$ cat src/rtl/cube_check_pkg.sv
// Shared widths, FSM encoding and step count for the cube-root checker.
// Anything that must agree between the checker and its multiplier lives here.
package cube_check_pkg;

    localparam int DEF_A_W = 8;
    localparam int DEF_Y_W = 3;
    localparam int DEF_C_W = 10;

    typedef enum logic [2:0] {
        IDLE  = 3'd0,
        SQ_LO = 3'd1,
        CU_LO = 3'd2,
        SQ_HI = 3'd3,
        CU_HI = 3'd4,
        CMP   = 3'd5
    } state_t;

    // One shift-add step per bit of the widened multiplier y or y+1.
    function automatic int mul_steps(input int y_w);
        return y_w + 1;
    endfunction

endpackage

$ cat src/rtl/cube_check_if.sv
// Request/result bundle between a cube-root stage and the checker.
// master drives the operands and start; slave returns status and results.
interface cube_check_if #(
    parameter int A_W = cube_check_pkg::DEF_A_W,
    parameter int Y_W = cube_check_pkg::DEF_Y_W,
    parameter int C_W = cube_check_pkg::DEF_C_W
);
    logic [A_W-1:0] a;
    logic [Y_W-1:0] y;
    logic           start;
    logic           busy;
    logic           done;
    logic           ok;
    logic [C_W-1:0] lower;
    logic [C_W-1:0] upper;

    modport master (output a, y, start, input busy, done, ok, lower, upper);
    modport slave  (input a, y, start, output busy, done, ok, lower, upper);
endinterface

$ cat src/rtl/mul_shift_add.sv
// Sequential C_W x B_W shift-add multiplier, LSB first, B_W cycles including the start edge.
// start_i is taken only while idle; last_o flags the edge that completes the product.
module mul_shift_add
    import cube_check_pkg::*;
#(
    parameter int C_W = DEF_C_W,
    parameter int B_W = DEF_Y_W + 1
) (
    input  logic           clk,
    input  logic           rst,
    input  logic           start_i,
    input  logic [C_W-1:0] mcand_i,
    input  logic [B_W-1:0] mplier_i,
    output logic           busy_o,
    output logic           last_o,
    output logic [C_W-1:0] prod_o
);
    localparam int CNT_W = $clog2(B_W);
    localparam logic [CNT_W-1:0] LAST = CNT_W'(B_W - 1);

    logic [C_W-1:0]   mcand_q, mcand_d;
    logic [B_W-1:0]   mplier_q, mplier_d;
    logic [C_W-1:0]   acc_q, acc_d;
    logic [CNT_W-1:0] cnt_q, cnt_d;
    logic             busy_q, busy_d;

    always_ff @(posedge clk or negedge rst) begin
        if (!rst) begin
            mcand_q  <= '0;
            mplier_q <= '0;
            acc_q    <= '0;
            cnt_q    <= '0;
            busy_q   <= 1'b0;
        end else begin
            mcand_q  <= mcand_d;
            mplier_q <= mplier_d;
            acc_q    <= acc_d;
            cnt_q    <= cnt_d;
            busy_q   <= busy_d;
        end
    end

    always_comb begin
        mcand_d  = mcand_q;
        mplier_d = mplier_q;
        acc_d    = acc_q;
        cnt_d    = cnt_q;
        busy_d   = busy_q;
        if (busy_q) begin
            if (mplier_q[cnt_q]) begin
                acc_d = acc_q + (mcand_q << cnt_q);
            end
            if (cnt_q == LAST) begin
                cnt_d  = '0;
                busy_d = 1'b0;
            end else begin
                cnt_d = cnt_q + CNT_W'(1);
            end
        end else if (start_i) begin
            // The start edge doubles as step 0 so a product costs exactly B_W edges.
            mcand_d  = mcand_i;
            mplier_d = mplier_i;
            acc_d    = mplier_i[0] ? mcand_i : '0;
            cnt_d    = CNT_W'(1);
            busy_d   = 1'b1;
        end
    end

    assign busy_o = busy_q;
    assign last_o = busy_q && (cnt_q == LAST);
    assign prod_o = acc_q;

endmodule

$ cat src/rtl/cube_check.sv
// Checks y^3 <= a < (y+1)^3 with one shared multiplier; done 17 edges after an accepted start.
// start is ignored while busy, nothing is queued; results hold until the next accepted start.
module cube_check
    import cube_check_pkg::*;
#(
    parameter int A_W = DEF_A_W,
    parameter int Y_W = DEF_Y_W,
    parameter int C_W = DEF_C_W
) (
    input  logic         clk,
    input  logic         rst,
    cube_check_if.slave  bus
);
    localparam int B_W = mul_steps(Y_W);

    if (C_W < 3 * B_W - 2) begin : g_width_check
        $error("cube_check: C_W too narrow for (2^Y_W)^3");
    end

    state_t         state_q, state_d;
    logic [A_W-1:0] a_q, a_d;
    logic [Y_W-1:0] y_q, y_d;
    logic           done_q, done_d;
    logic           ok_q, ok_d;
    logic [C_W-1:0] lower_q, lower_d;
    logic [C_W-1:0] upper_q, upper_d;

    logic           mul_start, mul_busy, mul_last;
    logic [C_W-1:0] mul_mcand, mul_prod, a_ext;
    logic [B_W-1:0] mul_mplier, b_lo, b_hi;
    logic           accept;

    assign accept = (state_q == IDLE) && bus.start;
    assign b_lo   = {1'b0, y_q};
    assign b_hi   = b_lo + B_W'(1);
    assign a_ext  = C_W'(a_q);

    always_ff @(posedge clk or negedge rst) begin
        if (!rst) begin
            state_q <= IDLE;
        end else begin
            state_q <= state_d;
        end
    end

    always_comb begin
        state_d = state_q;
        case (state_q)
            IDLE:    if (bus.start) state_d = SQ_LO;
            SQ_LO:   if (mul_last)  state_d = CU_LO;
            CU_LO:   if (mul_last)  state_d = SQ_HI;
            SQ_HI:   if (mul_last)  state_d = CU_HI;
            CU_HI:   if (mul_last)  state_d = CMP;
            CMP:     state_d = IDLE;
            default: state_d = IDLE;
        endcase
    end

    // The square from SQ_* is still in the multiplier when CU_* starts and becomes the multiplicand.
    always_comb begin
        mul_start  = 1'b0;
        mul_mcand  = '0;
        mul_mplier = b_lo;
        case (state_q)
            SQ_LO: begin
                mul_start = !mul_busy;
                mul_mcand = C_W'(b_lo);
            end
            CU_LO: begin
                mul_start = !mul_busy;
                mul_mcand = mul_prod;
            end
            SQ_HI: begin
                mul_start  = !mul_busy;
                mul_mcand  = C_W'(b_hi);
                mul_mplier = b_hi;
            end
            CU_HI: begin
                mul_start  = !mul_busy;
                mul_mcand  = mul_prod;
                mul_mplier = b_hi;
            end
            default: ;
        endcase
    end

    mul_shift_add #(
        .C_W (C_W),
        .B_W (B_W)
    ) u_mul (
        .clk      (clk),
        .rst      (rst),
        .start_i  (mul_start),
        .mcand_i  (mul_mcand),
        .mplier_i (mul_mplier),
        .busy_o   (mul_busy),
        .last_o   (mul_last),
        .prod_o   (mul_prod)
    );

    always_comb begin
        a_d     = a_q;
        y_d     = y_q;
        done_d  = 1'b0;
        ok_d    = ok_q;
        lower_d = lower_q;
        upper_d = upper_q;
        if (accept) begin
            a_d = bus.a;
            y_d = bus.y;
        end
        // y^3 is captured on the first SQ_HI edge, before the multiplier is reused.
        if ((state_q == SQ_HI) && !mul_busy) begin
            lower_d = mul_prod;
        end
        // (y+1)^3 is still the multiplier's product here, so compare against it directly.
        if (state_q == CMP) begin
            upper_d = mul_prod;
            ok_d    = (lower_q <= a_ext) && (a_ext < mul_prod);
            done_d  = 1'b1;
        end
    end

    always_ff @(posedge clk or negedge rst) begin
        if (!rst) begin
            a_q     <= '0;
            y_q     <= '0;
            done_q  <= 1'b0;
            ok_q    <= 1'b0;
            lower_q <= '0;
            upper_q <= '0;
        end else begin
            a_q     <= a_d;
            y_q     <= y_d;
            done_q  <= done_d;
            ok_q    <= ok_d;
            lower_q <= lower_d;
            upper_q <= upper_d;
        end
    end

    assign bus.busy  = (state_q != IDLE);
    assign bus.done  = done_q;
    assign bus.ok    = ok_q;
    assign bus.lower = lower_q;
    assign bus.upper = upper_q;

endmodule

$ cat src/flat_wrapper.sv
// flat-port wrapper written by rule: the top's interface ports become plain ports
module cube_check_flat import cube_check_pkg::*;
#(
    parameter int A_W = DEF_A_W,
    parameter int Y_W = DEF_Y_W,
    parameter int C_W = DEF_C_W
)
  (clk, rst, bus_a, bus_y, bus_start, bus_busy, bus_done, bus_ok, bus_lower, bus_upper);
  cube_check_if #(.A_W(A_W), .Y_W(Y_W), .C_W(C_W)) bus_i ();
  input  logic clk;
  input  logic rst;
  input wire logic [$bits(bus_i.a)-1:0] bus_a;
  input wire logic [$bits(bus_i.y)-1:0] bus_y;
  input wire logic [$bits(bus_i.start)-1:0] bus_start;
  output wire logic [$bits(bus_i.busy)-1:0] bus_busy;
  output wire logic [$bits(bus_i.done)-1:0] bus_done;
  output wire logic [$bits(bus_i.ok)-1:0] bus_ok;
  output wire logic [$bits(bus_i.lower)-1:0] bus_lower;
  output wire logic [$bits(bus_i.upper)-1:0] bus_upper;
  assign bus_i.a = bus_a;
  assign bus_i.y = bus_y;
  assign bus_i.start = bus_start;
  assign bus_busy = bus_i.busy;
  assign bus_done = bus_i.done;
  assign bus_ok = bus_i.ok;
  assign bus_lower = bus_i.lower;
  assign bus_upper = bus_i.upper;
  cube_check #(.A_W(A_W), .Y_W(Y_W), .C_W(C_W)) u_core (.clk(clk), .rst(rst), .bus(bus_i));
endmodule
$ cat config.mk
export PLATFORM = sky130hd
export DESIGN_NAME = cube_check_flat
export DESIGN_NICKNAME = d
export VERILOG_FILES = /design/src/rtl/cube_check_pkg.sv /design/src/rtl/cube_check_if.sv /design/src/rtl/mul_shift_add.sv /design/src/rtl/cube_check.sv /design/src/flat_wrapper.sv
export SDC_FILE = /design/constraint.sdc
export NUM_CORES = 1
export LEC_CHECK = 0
export ABC_AREA = 1
export CAP_MARGIN = 10
export CORE_MARGIN = 2
export CORE_UTILIZATION = 52
export DETAILED_ROUTE_END_ITERATION = 6
export HOLD_SLACK_MARGIN = 0.02
export MAX_ROUTING_LAYER = met4
export PLACE_DENSITY_LB_ADDON = 0.25
export SYNTH_ARGS = -nofsm -noshare
export SYNTH_HDL_FRONTEND = slang
export SYNTH_SLANG_ARGS = --single-unit
$ cat constraint.sdc
create_clock -name clk -period 2.2 [get_ports clk]
set_input_delay 0.22 -clock clk [delete_from_list [all_inputs] [get_ports clk]]
set_output_delay 0.22 -clock clk [all_outputs]
set_load 0.005 [all_outputs]
# [Yosys cells after proc, flatten, opt, wreduce, memory -nomap -nowiden]
# Index checks and enable logic that the tools add are counted.
[word_totals] elab_cells=68 mem_bits_ro=0 output_inout_bits=23 latchBits=0 ff_bits=63 ramBits=0 mem_count=0 inputBits=14
[op_classes] n_eq_ne=12 order_cmp=3 reduce_logical=14 n_mul=0 div=0 n_mux=22 n_bitwise=1 n_shift=1 add_sub_neg=3
[op_table] operator="10-bit 2-to-1 mux" count=4
[op_table] operator="10-bit one-hot mux with 3 select lines" count=1
[op_table] operator="3-bit 2-to-1 mux" count=5
[op_table] operator="3-bit one-hot mux with 5 select lines" count=1
[op_table] operator="10-bit adder" count=1
[op_table] operator="10-bit by 8-bit <= comparator with 1-bit output" count=1
[op_table] operator="8-bit by 10-bit < comparator with 1-bit output" count=1
[op_table] operator="2-bit by 1-bit inequality test with 1-bit output (second input constant)" count=5
[op_table] operator="10-bit by 2-bit left shift with 10-bit output" count=1
[op_table] operator="3-bit by 2-bit equality test with 1-bit output (second input constant)" count=2
[op_table] operator="3-bit equality test (second input constant)" count=2
[op_table] operator="1-bit 2-to-1 mux" count=6
[op_table] operator="2-bit 2-to-1 mux" count=3
[op_table] operator="5-bit AND reduction" count=1
[op_table] operator="3-bit by 1-bit adder with 4-bit output (second input constant)" count=1
[op_table] operator="1-bit logical AND" count=4
[op_table] operator="4-bit 2-to-1 mux" count=1
[op_table] operator="2-bit AND reduction" count=2
[op_table] operator="2-bit OR reduction" count=2
[op_table] operator="4-bit OR reduction" count=1
[op_table] operator="3-bit by 1-bit equality test with 1-bit output (second input constant)" count=1
[op_table] operator="3-bit logical NOT" count=1
[op_table] operator="2-bit by 3-bit < comparator with 1-bit output (second input constant)" count=1
[op_table] operator="3-bit nonzero test" count=1
[op_table] operator="other kinds (7)" count=7

# [Longest topological paths before layout]
# Gate-level depths: netlist of the first run.
[depth] word_depth=6 ltp_mapped=15 depth_no_buf=14

# [Modules after synthesis]
# Synthesis of the first run repeated with hierarchy kept, for this count alone.
[hier_totals] cells_unflattened=498 area_unflattened_um2=3862.5
[by_module_without_submodules] module="cube_check" instances=1 cells_each=247 area_per_inst_um2=1978.1 seq_area_each_um2=900.9
[by_module_without_submodules] module="mul_shift_add" instances=1 cells_each=251 area_per_inst_um2=1884.3 seq_area_each_um2=675.6

# [Worst setup path after synthesis of the first run]
# No wires, ideal clock.
[synth_timing] path_kind="register -> register" from="reg u_core.u_mul.cnt_q[0]" to="reg u_core.u_mul.acc_q[6] (netlist: u_core.u_mul.prod_o[6])" path_stages_with_launch=13 path_buffers=2 slack_ps=109 setup_ps=82 t_arrival_ps=2009 required_ps=2118 period_less_slack_ps=2091 cell_sequence="dfrtp_1 -> buf_2 -> clkbuf_1 -> nor3_1 -> ha_1 -> fa_1 -> nand3_1 -> nand2_1 -> nand2_1 -> nand2_1 -> nand2_1 -> nand3_1 -> a22oi_2"
[synth_via] elab_chain_cells=4 elab_cells_between_ends=8 classes_between="1 x add/sub; 1 x eq/ne; 1 x shift; 4 x mux; 1 x reduce/logical"
[synth_lines] element="start: declaration" line="mul_shift_add.sv:24" source="logic [CNT_W-1:0] cnt_q, cnt_d;"
[synth_lines] element="start signal: assignment" line="mul_shift_add.sv:38" source="cnt_q <= cnt_d;"
[synth_lines] element="10-bit by 2-bit left shift with 10-bit output or 1-bit binary-select mux with 2-bit select (tied branches)" line="mul_shift_add.sv:51, mul_shift_add.sv:50"
[synth_lines] element="10-bit adder or 1-bit 2-to-1 mux (tied branches)" line="mul_shift_add.sv:51, mul_shift_add.sv:50"
[synth_lines] element="10-bit 2-to-1 mux or 2-bit by 1-bit inequality test with 1-bit output (tied branches)"
[synth_lines] element="10-bit 2-to-1 mux or 2-bit AND reduction (tied branches)"
[synth_lines] element="end signal: assignment" line="mul_shift_add.sv:31" source="acc_q <= '0;"
[synth_lines] element="end signal: assignment" line="mul_shift_add.sv:37" source="acc_q <= acc_d;"
[synth_lines] element="end: declaration" line="mul_shift_add.sv:23" source="logic [C_W-1:0] acc_q, acc_d;"
# Parallel ways exist; a longest one is shown, timed or not. The select of a mux whose other input is x is not followed.
# A chain may end at the register's enable or synchronous reset.

# [Final worst setup path of the first run]
[layout_timing] from="reg u_core.u_mul.cnt_q[0]" to="reg u_core.u_mul.acc_q[9] (netlist: u_core.u_mul.prod_o[9])"
# The elaborated chain is that of the path after synthesis.

==> impl_metrics.env, run 1 <==
export IMPL_timing_final_crit_share=0.937
export IMPL_drive_gt1_frac=0.129
export IMPL_portBuffers=36
export IMPL_p_leak_uw=0.00224
export IMPL_post_place_ws_ns=0.0818
export IMPL_yosysWarnings=0
export IMPL_dr_pass1_iters=5
export IMPL_grt_pass1_wl_um=15500
export IMPL_ys_types=38
export IMPL_cp_cell_sequence="buf_4 -> nand2_1 -> o21ai_1 -> o21ai_0 -> ha_1 -> nand2_1 -> inv_1 -> a21oi_1 -> nand3_1 -> nand2_1 -> nand3_1 -> a21oi_2"
export IMPL_reg2reg_depth=12
export IMPL_slowest_stage="dfrtp_2"
export IMPL_async_reset_ff_frac=1.00
export IMPL_worstReg2RegStart="u_core.u_mul.cnt_q[0]"
export IMPL_fin_crit_ns=2.06
export IMPL_r2r_slack_ns=0.14
export IMPL_powerDensity_nw_per_um2=1850
export IMPL_die_w_um=89.9
export IMPL_synth_edf_count=0
export IMPL_cts_htree_levels=3
export IMPL_ir_worst_vdd_v=0.000782
export IMPL_fp_dieH_um=89.9
export IMPL_final_common_cell="nand2_1"
export IMPL_totalWireLength_um=9080
export IMPL_place_gp_congestion=0.925
export IMPL_core_region_area_um2=7210
export IMPL_crit_top_cell="nand2_1"
export IMPL_hp_class="in -> async"
export IMPL_end_kind="register"
export IMPL_die_area_um2=8080
export IMPL_grt_overflow=0
export IMPL_cpPeakStageDelay_ns=0.44
export IMPL_synth_seq_cells=63
export IMPL_syn_to_final_growth_pct=18.0
export IMPL_post_synth_cell_area_avg_um2=7.88
export IMPL_hold_slack_ns=0.414
export IMPL_nets=571
export IMPL_grt_pass1_vias=3255
export IMPL_row_count=31
export IMPL_syn_area_um2=3840
export IMPL_syn_nets=528
export IMPL_status="completed"
export IMPL_dp_cells=616
export IMPL_final_cell_mix="nand2_1 (126), dfrtp_1 (62), nor2_1 (51), inv_1 (44)"
export IMPL_relSlewSlack=0.578
export IMPL_critPathTopFamily="compound AO/OA/AOI/OAI gates"
export IMPL_clock_latency_ns=0.35
export IMPL_worst_slew_pin_slew_ns=0.633
export IMPL_wire_per_inst_um=14.3
export IMPL_cts_root_buf="clkbuf_8"
export IMPL_numCtsBuffers=9
export IMPL_cts_sinks=63
export IMPL_clk_pin_slew_ns=0.08
export IMPL_antenna_left=0
export IMPL_drcViolationCount=0
export IMPL_synth_main_ff_cell="dfrtp_1"
export IMPL_fin_worst_skew_ns=0.00801
export IMPL_r2r_end="u_core.u_mul.prod_o[9]"
export IMPL_seq_area_frac_synth=0.411
export IMPL_hold_violations=0
export IMPL_antenna_found_initial=0
export IMPL_num_antenna_cells=0
export IMPL_cp_max_fo=8
export IMPL_finalSetupViolCount=0
export IMPL_drv_cap=0
export IMPL_cp_start_kind="register"
export IMPL_cts_tree="yes"
export IMPL_drv_slew=0
export IMPL_crit_buf_inv=2
export IMPL_initial_core_util=0.532
export IMPL_layout_cells_non_filler=634
export IMPL_cp_data_required_time_ns=2.48
export IMPL_crit_type="reg -> reg"
export IMPL_setup_ws_ns=0.139
export IMPL_netlist_instances=487
export IMPL_grt_max_degree=38
export IMPL_rsz0062_at_grt="true"
export IMPL_io_pins=37
export IMPL_cts_buffer_depth=2
export IMPL_dp_hpwl_um=7000
export IMPL_drt_initial_drc_count=259
export IMPL_nFillCells=635
export IMPL_vias_per_cell=5.35
export IMPL_max_freq_ghz=0.485
export IMPL_track_usage=0.243
export IMPL_arrival_ns=2.34
export IMPL_vias=3392
-- flip-flops by register name (all words and copies together), names as in the netlist --
register,count
u_core.y_q,3
u_core.u_mul.prod_o,10
u_core.bus.ok,1
u_core.u_mul.mplier_q,4
u_core.u_mul.cnt_q,2
u_core.bus.upper,10
u_core.bus.done,1
u_core.state_q,3
u_core.u_mul.busy_o,1
u_core.bus.lower,10
u_core.u_mul.mcand_q,10
u_core.a_q,8
-- how the worst max path moves through the flow --
stage,startpoint,end,slack [ns],cells after the start
6_report,u_core.u_mul.cnt_q[0],u_core.u_mul.prod_o[9],0.14,12
5_1_grt,u_core.u_mul.cnt_q[0],u_core.u_mul.prod_o[9],-0.07,11
4_1_cts,u_core.u_mul.cnt_q[0],u_core.u_mul.prod_o[7],0.07,11
3_5_place_dp,u_core.u_mul.cnt_q[0],u_core.u_mul.prod_o[7],0.08,11
3_3_place_gp,u_core.u_mul.cnt_q[0],u_core.u_mul.prod_o[9],0.06,11
2_1_floorplan,u_core.u_mul.cnt_q[0],u_core.u_mul.prod_o[6],0.11,12
-- synthesized netlist by cell type, types with 6 or more instances --
library cell	count	area [um^2]
clkbuf_1	6	22.5
a21oi_2	10	87.6
o21ai_2	7	61.3
nor2_1	53	199
o21ai_0	41	205
nand3_1	24	120
ha_1	26	325
a21oi_1	31	155
o211ai_1	6	45.0
inv_1	46	173
nand2_1	126	473
dfrtp_1	63	1580
-- power breakdown --
| group | switching, uW | total, uW | internal, uW |
|---|---|---|---|
| Sequential | 454 | 2170 | 1710 |
| Clock | 493 | 1020 | 527 |
| Combinational | 3110 | 5210 | 2090 |
-- stage by stage --
stage	power, uW	setup TNS (ns)	util	instance area, um^2
after CTS	8280	0	0.624	4500
after detailed placement	7230	0	0.596	4300
after global routing	9220	-0.0809	0.628	4530
after global placement	7080	0	0.596	4300
after floorplan	5890	0	-	3840
final	8390	0	0.628	4530
-- final cells by class --
type / count / area (um^2) / area share
clock buffer: 11 / 131 / 0.0290
clock inverter: 5 / 57.6 / 0.0127
inverter: 51 / 194 / 0.0428
timing repair buffer: 45 / 438 / 0.0967
tap: 99 / 124 / 0.0273
multi-input combinational: 360 / 2010 / 0.443
sequential: 63 / 1580 / 0.348
-- cells by family (layout without fill, tap and decap cells) --
group,Yosys count,after routing,share of synthesized area
buffers and inverters,64,112,0.0711
adder cells (fa/ha/maj),27,27,0.0900
XOR/XNOR,4,4,0.00913
AND/OR/NAND/NOR,222,222,0.248
multiplexers,3,3,0.00815
AO/OA/AOI/OAI,104,104,0.163
flip-flops,63,63,0.411
-- per-layer routing --
metal,wire length (um),track usage
met1,4100,0.307
met4,270,0.103
met5,0,-
met3,396,0.0444
met2,4310,0.389
-- worst register-to-register path: stages (launching register included) --
cell     delay, ns
dfrtp_2       0.44
buf_4         0.17
nand2_1       0.07
o21ai_1       0.07
o21ai_0       0.19
ha_1          0.31
nand2_1       0.12
inv_1         0.05
a21oi_1       0.21
nand3_1       0.11
nand2_1       0.07
nand3_1       0.08
a21oi_2       0.11
-- repair_timing --
| action | CTS | global route |
|---|---|---|
| setup endpoints to repair | 0 | 7 |
| resized for setup | 0 | 15 |
| setup buffers | 0 | 1 |
| hold buffers | 1 | 0 |
| hold endpoints to repair | 26 | 0 |
(Power assumes the default switching activity.)
==> run 2: changes to the inputs <==
--- a/config.mk
+++ b/config.mk
@@ -6,6 +6,7 @@
 export NUM_CORES = 1
 export LEC_CHECK = 0
 export ABC_AREA = 1
+export ABC_CLOCK_PERIOD_IN_PS = 2200
 export CAP_MARGIN = 10
 export CORE_MARGIN = 2
 export CORE_UTILIZATION = 52
@@ -13,6 +14,7 @@
 export HOLD_SLACK_MARGIN = 0.02
 export MAX_ROUTING_LAYER = met4
 export PLACE_DENSITY_LB_ADDON = 0.25
+export RECOVER_POWER = 25
 export SYNTH_ARGS = -nofsm -noshare
 export SYNTH_HDL_FRONTEND = slang
 export SYNTH_SLANG_ARGS = --single-unit
==> run 2 against run 1 <==
  * The run now ends with max-capacitance violations, max-slew violations left
  * Cell count unchanged
  * Register-to-register slack about the same
  * Worst setup slack unchanged
  * Global-route usage unchanged
  * Sequential cell count unchanged
  * Largest cell class unchanged
  * Largest power group unchanged
  * Highest routed layer unchanged
==> impl_metrics.env, run 2 (synthesis results as in run 1) <==
export IMPL_status="complete, but fails checks"
export IMPL_violations="max-capacitance violations, max-slew violations"
export IMPL_seqPwrFrac=0.258
export IMPL_p_leak_uw=0.00223
export IMPL_wire_per_inst_um=14.3
export IMPL_p_clk_frac=0.122
export IMPL_totalWireLength_um=9070
export IMPL_nFillCells=636
export IMPL_die_area_um2=8080
export IMPL_relSlewSlack=-0.0104
export IMPL_cts_htree_levels=3
export IMPL_cts_sinks=63
export IMPL_hp_class="in -> reg"
export IMPL_dp_cells=616
export IMPL_row_count=31
export IMPL_layout_cells_non_filler=634
export IMPL_timing_final_crit_share=0.937
export IMPL_utilization=0.628
export IMPL_finalSetupViolCount=0
export IMPL_drt_initial_drc_count=259
export IMPL_syn_to_final_growth_pct=18.0
export IMPL_rsz0062_at_grt="true"
export IMPL_vias_per_cell=5.35
export IMPL_p_sw_uw=4060
export IMPL_io_pins=37
export IMPL_crit_top_cell="nand2_1"
export IMPL_cp_max_fo=8
export IMPL_track_usage=0.243
export IMPL_clk_pin_slew_ns=0.07
export IMPL_cpPeakStageDelay_ns=0.44
export IMPL_drv_slew=27
export IMPL_fp_dieH_um=89.9
export IMPL_cts_root_buf="clkbuf_8"
export IMPL_end_kind="register"
export IMPL_numCtsBuffers=9
export IMPL_nets=571
export IMPL_grt_max_degree=38
export IMPL_hold_violations=0
export IMPL_cp_start_kind="register"
export IMPL_dr_pass1_iters=5
export IMPL_initial_core_util=0.532
export IMPL_design_area_um2=4530
export IMPL_p_sw_frac=0.484
export IMPL_cp_startpoint="u_core.u_mul.cnt_q[0]"
export IMPL_tns_ns=0
export IMPL_arrival_ns=2.34
export IMPL_drcViolationCount=0
export IMPL_portBuffers=36
export IMPL_cp_data_required_time_ns=2.48
export IMPL_grt_overflow=0
export IMPL_multi_input_area_um2=2010
export IMPL_cts_buffer_depth=2
export IMPL_regArea_um2=1580
export IMPL_die_w_um=89.9
export IMPL_setup_ws_ns=0.139
export IMPL_fin_crit_ns=2.06
export IMPL_place_gp_congestion=0.925
export IMPL_vias=3392
export IMPL_num_antenna_cells=0
export IMPL_max_freq_ghz=0.485
export IMPL_combPwrFrac=0.620
export IMPL_antenna_left=0
export IMPL_worst_slew_pin_slew_ns=1.52
export IMPL_drive_gt1_frac=0.127
export IMPL_drv_cap=1
export IMPL_grt_pass1_vias=3255
export IMPL_post_place_ws_ns=0.0818
export IMPL_fin_worst_skew_ns=0.00801
export IMPL_antenna_found_initial=0
export IMPL_hold_start="bus_y[1]"
export IMPL_core_region_area_um2=7210
export IMPL_clock_latency_ns=0.35
export IMPL_crit_type="reg -> reg"
export IMPL_cp_cell_sequence="buf_4 -> nand2_1 -> o21ai_1 -> o21ai_0 -> ha_1 -> nand2_1 -> inv_1 -> a21oi_1 -> nand3_1 -> nand2_1 -> nand3_1 -> a21oi_2"
export IMPL_intPower_uw=4330
export IMPL_slowest_stage="dfrtp_2"
export IMPL_worstReg2RegStart="u_core.u_mul.cnt_q[0]"
export IMPL_dpl_instance_area_um2=4300
export IMPL_dp_hpwl_um=7000
export IMPL_ir_worst_vdd_v=0.000782
export IMPL_final_common_cell="nand2_1"
export IMPL_final_cell_mix="nand2_1 (126), dfrtp_1 (62), nor2_1 (51), inv_1 (44)"
export IMPL_cts_tree="yes"
export IMPL_powerDensity_nw_per_um2=1850
export IMPL_grt_pass1_wl_um=15500
==> run 2: cell count changes in the layout (fill, tap and decap cells not counted), sizes merged <==
cell and delta:
buf -1, clkbuf +1
==> run 2: per-layer routing <==
| metal | GRT usage | up-vias | part of all wire | routed length (um) |
|---|---|---|---|---|
| met4 | 0.103 | 0 | 0.030 | 270 |
| met3 | 0.0444 | 28 | 0.044 | 396 |
| met1 | 0.307 | 1591 | 0.45 | 4100 |
| met2 | 0.389 | 89 | 0.47 | 4310 |
| li1 | - | 1684 | - | - |
| met5 | - | - | 0 | 0 |
==> run 2: power by group through the flow <==
stage | combinational [uW] | clock, uW | sequential, uW
5_1_grt | 5890 | 1100 | 2240
3_3_place_gp | 4930 | 0 | 2150
3_5_place_dp | 5060 | 0 | 2170
4_1_cts | 5100 | 1030 | 2150
6_report | 5210 | 1020 | 2170
2_1_floorplan | 3840 | 0 | 2050
==> run 2: area by class of cell <==
type,count,area share
Clock buffer,11,0.0290
Clock inverter,5,0.0127
Sequential cell,63,0.348
Inverter,51,0.0428
Tap cell,99,0.0274
Multi-Input combinational cell,360,0.443
Timing Repair Buffer,45,0.0964
==> run 2: critical path, delay by kind of cell, from the launching register on <==
kind | cells | cell delay [ns]
AND/OR/NAND/NOR | 5 | 0.45
AO/OA/AOI/OAI | 4 | 0.58
adder cells (fa/ha/maj) | 1 | 0.31
flip-flops | 1 | 0.44
buffers and inverters | 2 | 0.22
==> run 2: worst paths after layout <==
kind | cells after the start | endpoint | slack, ns
min in group asynchronous | 2 | u_core.a_q[3] | 0.76
max | 12 | u_core.u_mul.prod_o[9] | 0.14
max reg2reg | 12 | u_core.u_mul.prod_o[9] | 0.14
min reg2reg | 2 | u_core.bus.ok | 0.48
min | 3 | u_core.y_q[1] | 0.46
max in group asynchronous | 2 | u_core.u_mul.cnt_q[0] | 0.43
==> run 2: metrics by stage <==
step / power (uW) / hold slack (ns)
2_1_floorplan: 5890 / -0.0756
3_3_place_gp: 7080 / 0.267
3_5_place_dp: 7230 / 0.271
4_1_cts: 8280 / 0.433
5_1_grt: 9220 / 0.469
6_report: 8390 / 0.457
==> run 2: timing repair <==
action,CTS,global route
gates resized for setup,0,15
hold buffers,1,0
setup buffers,0,1
endpoints found under the hold margin,26,0
setup endpoints to repair,0,7
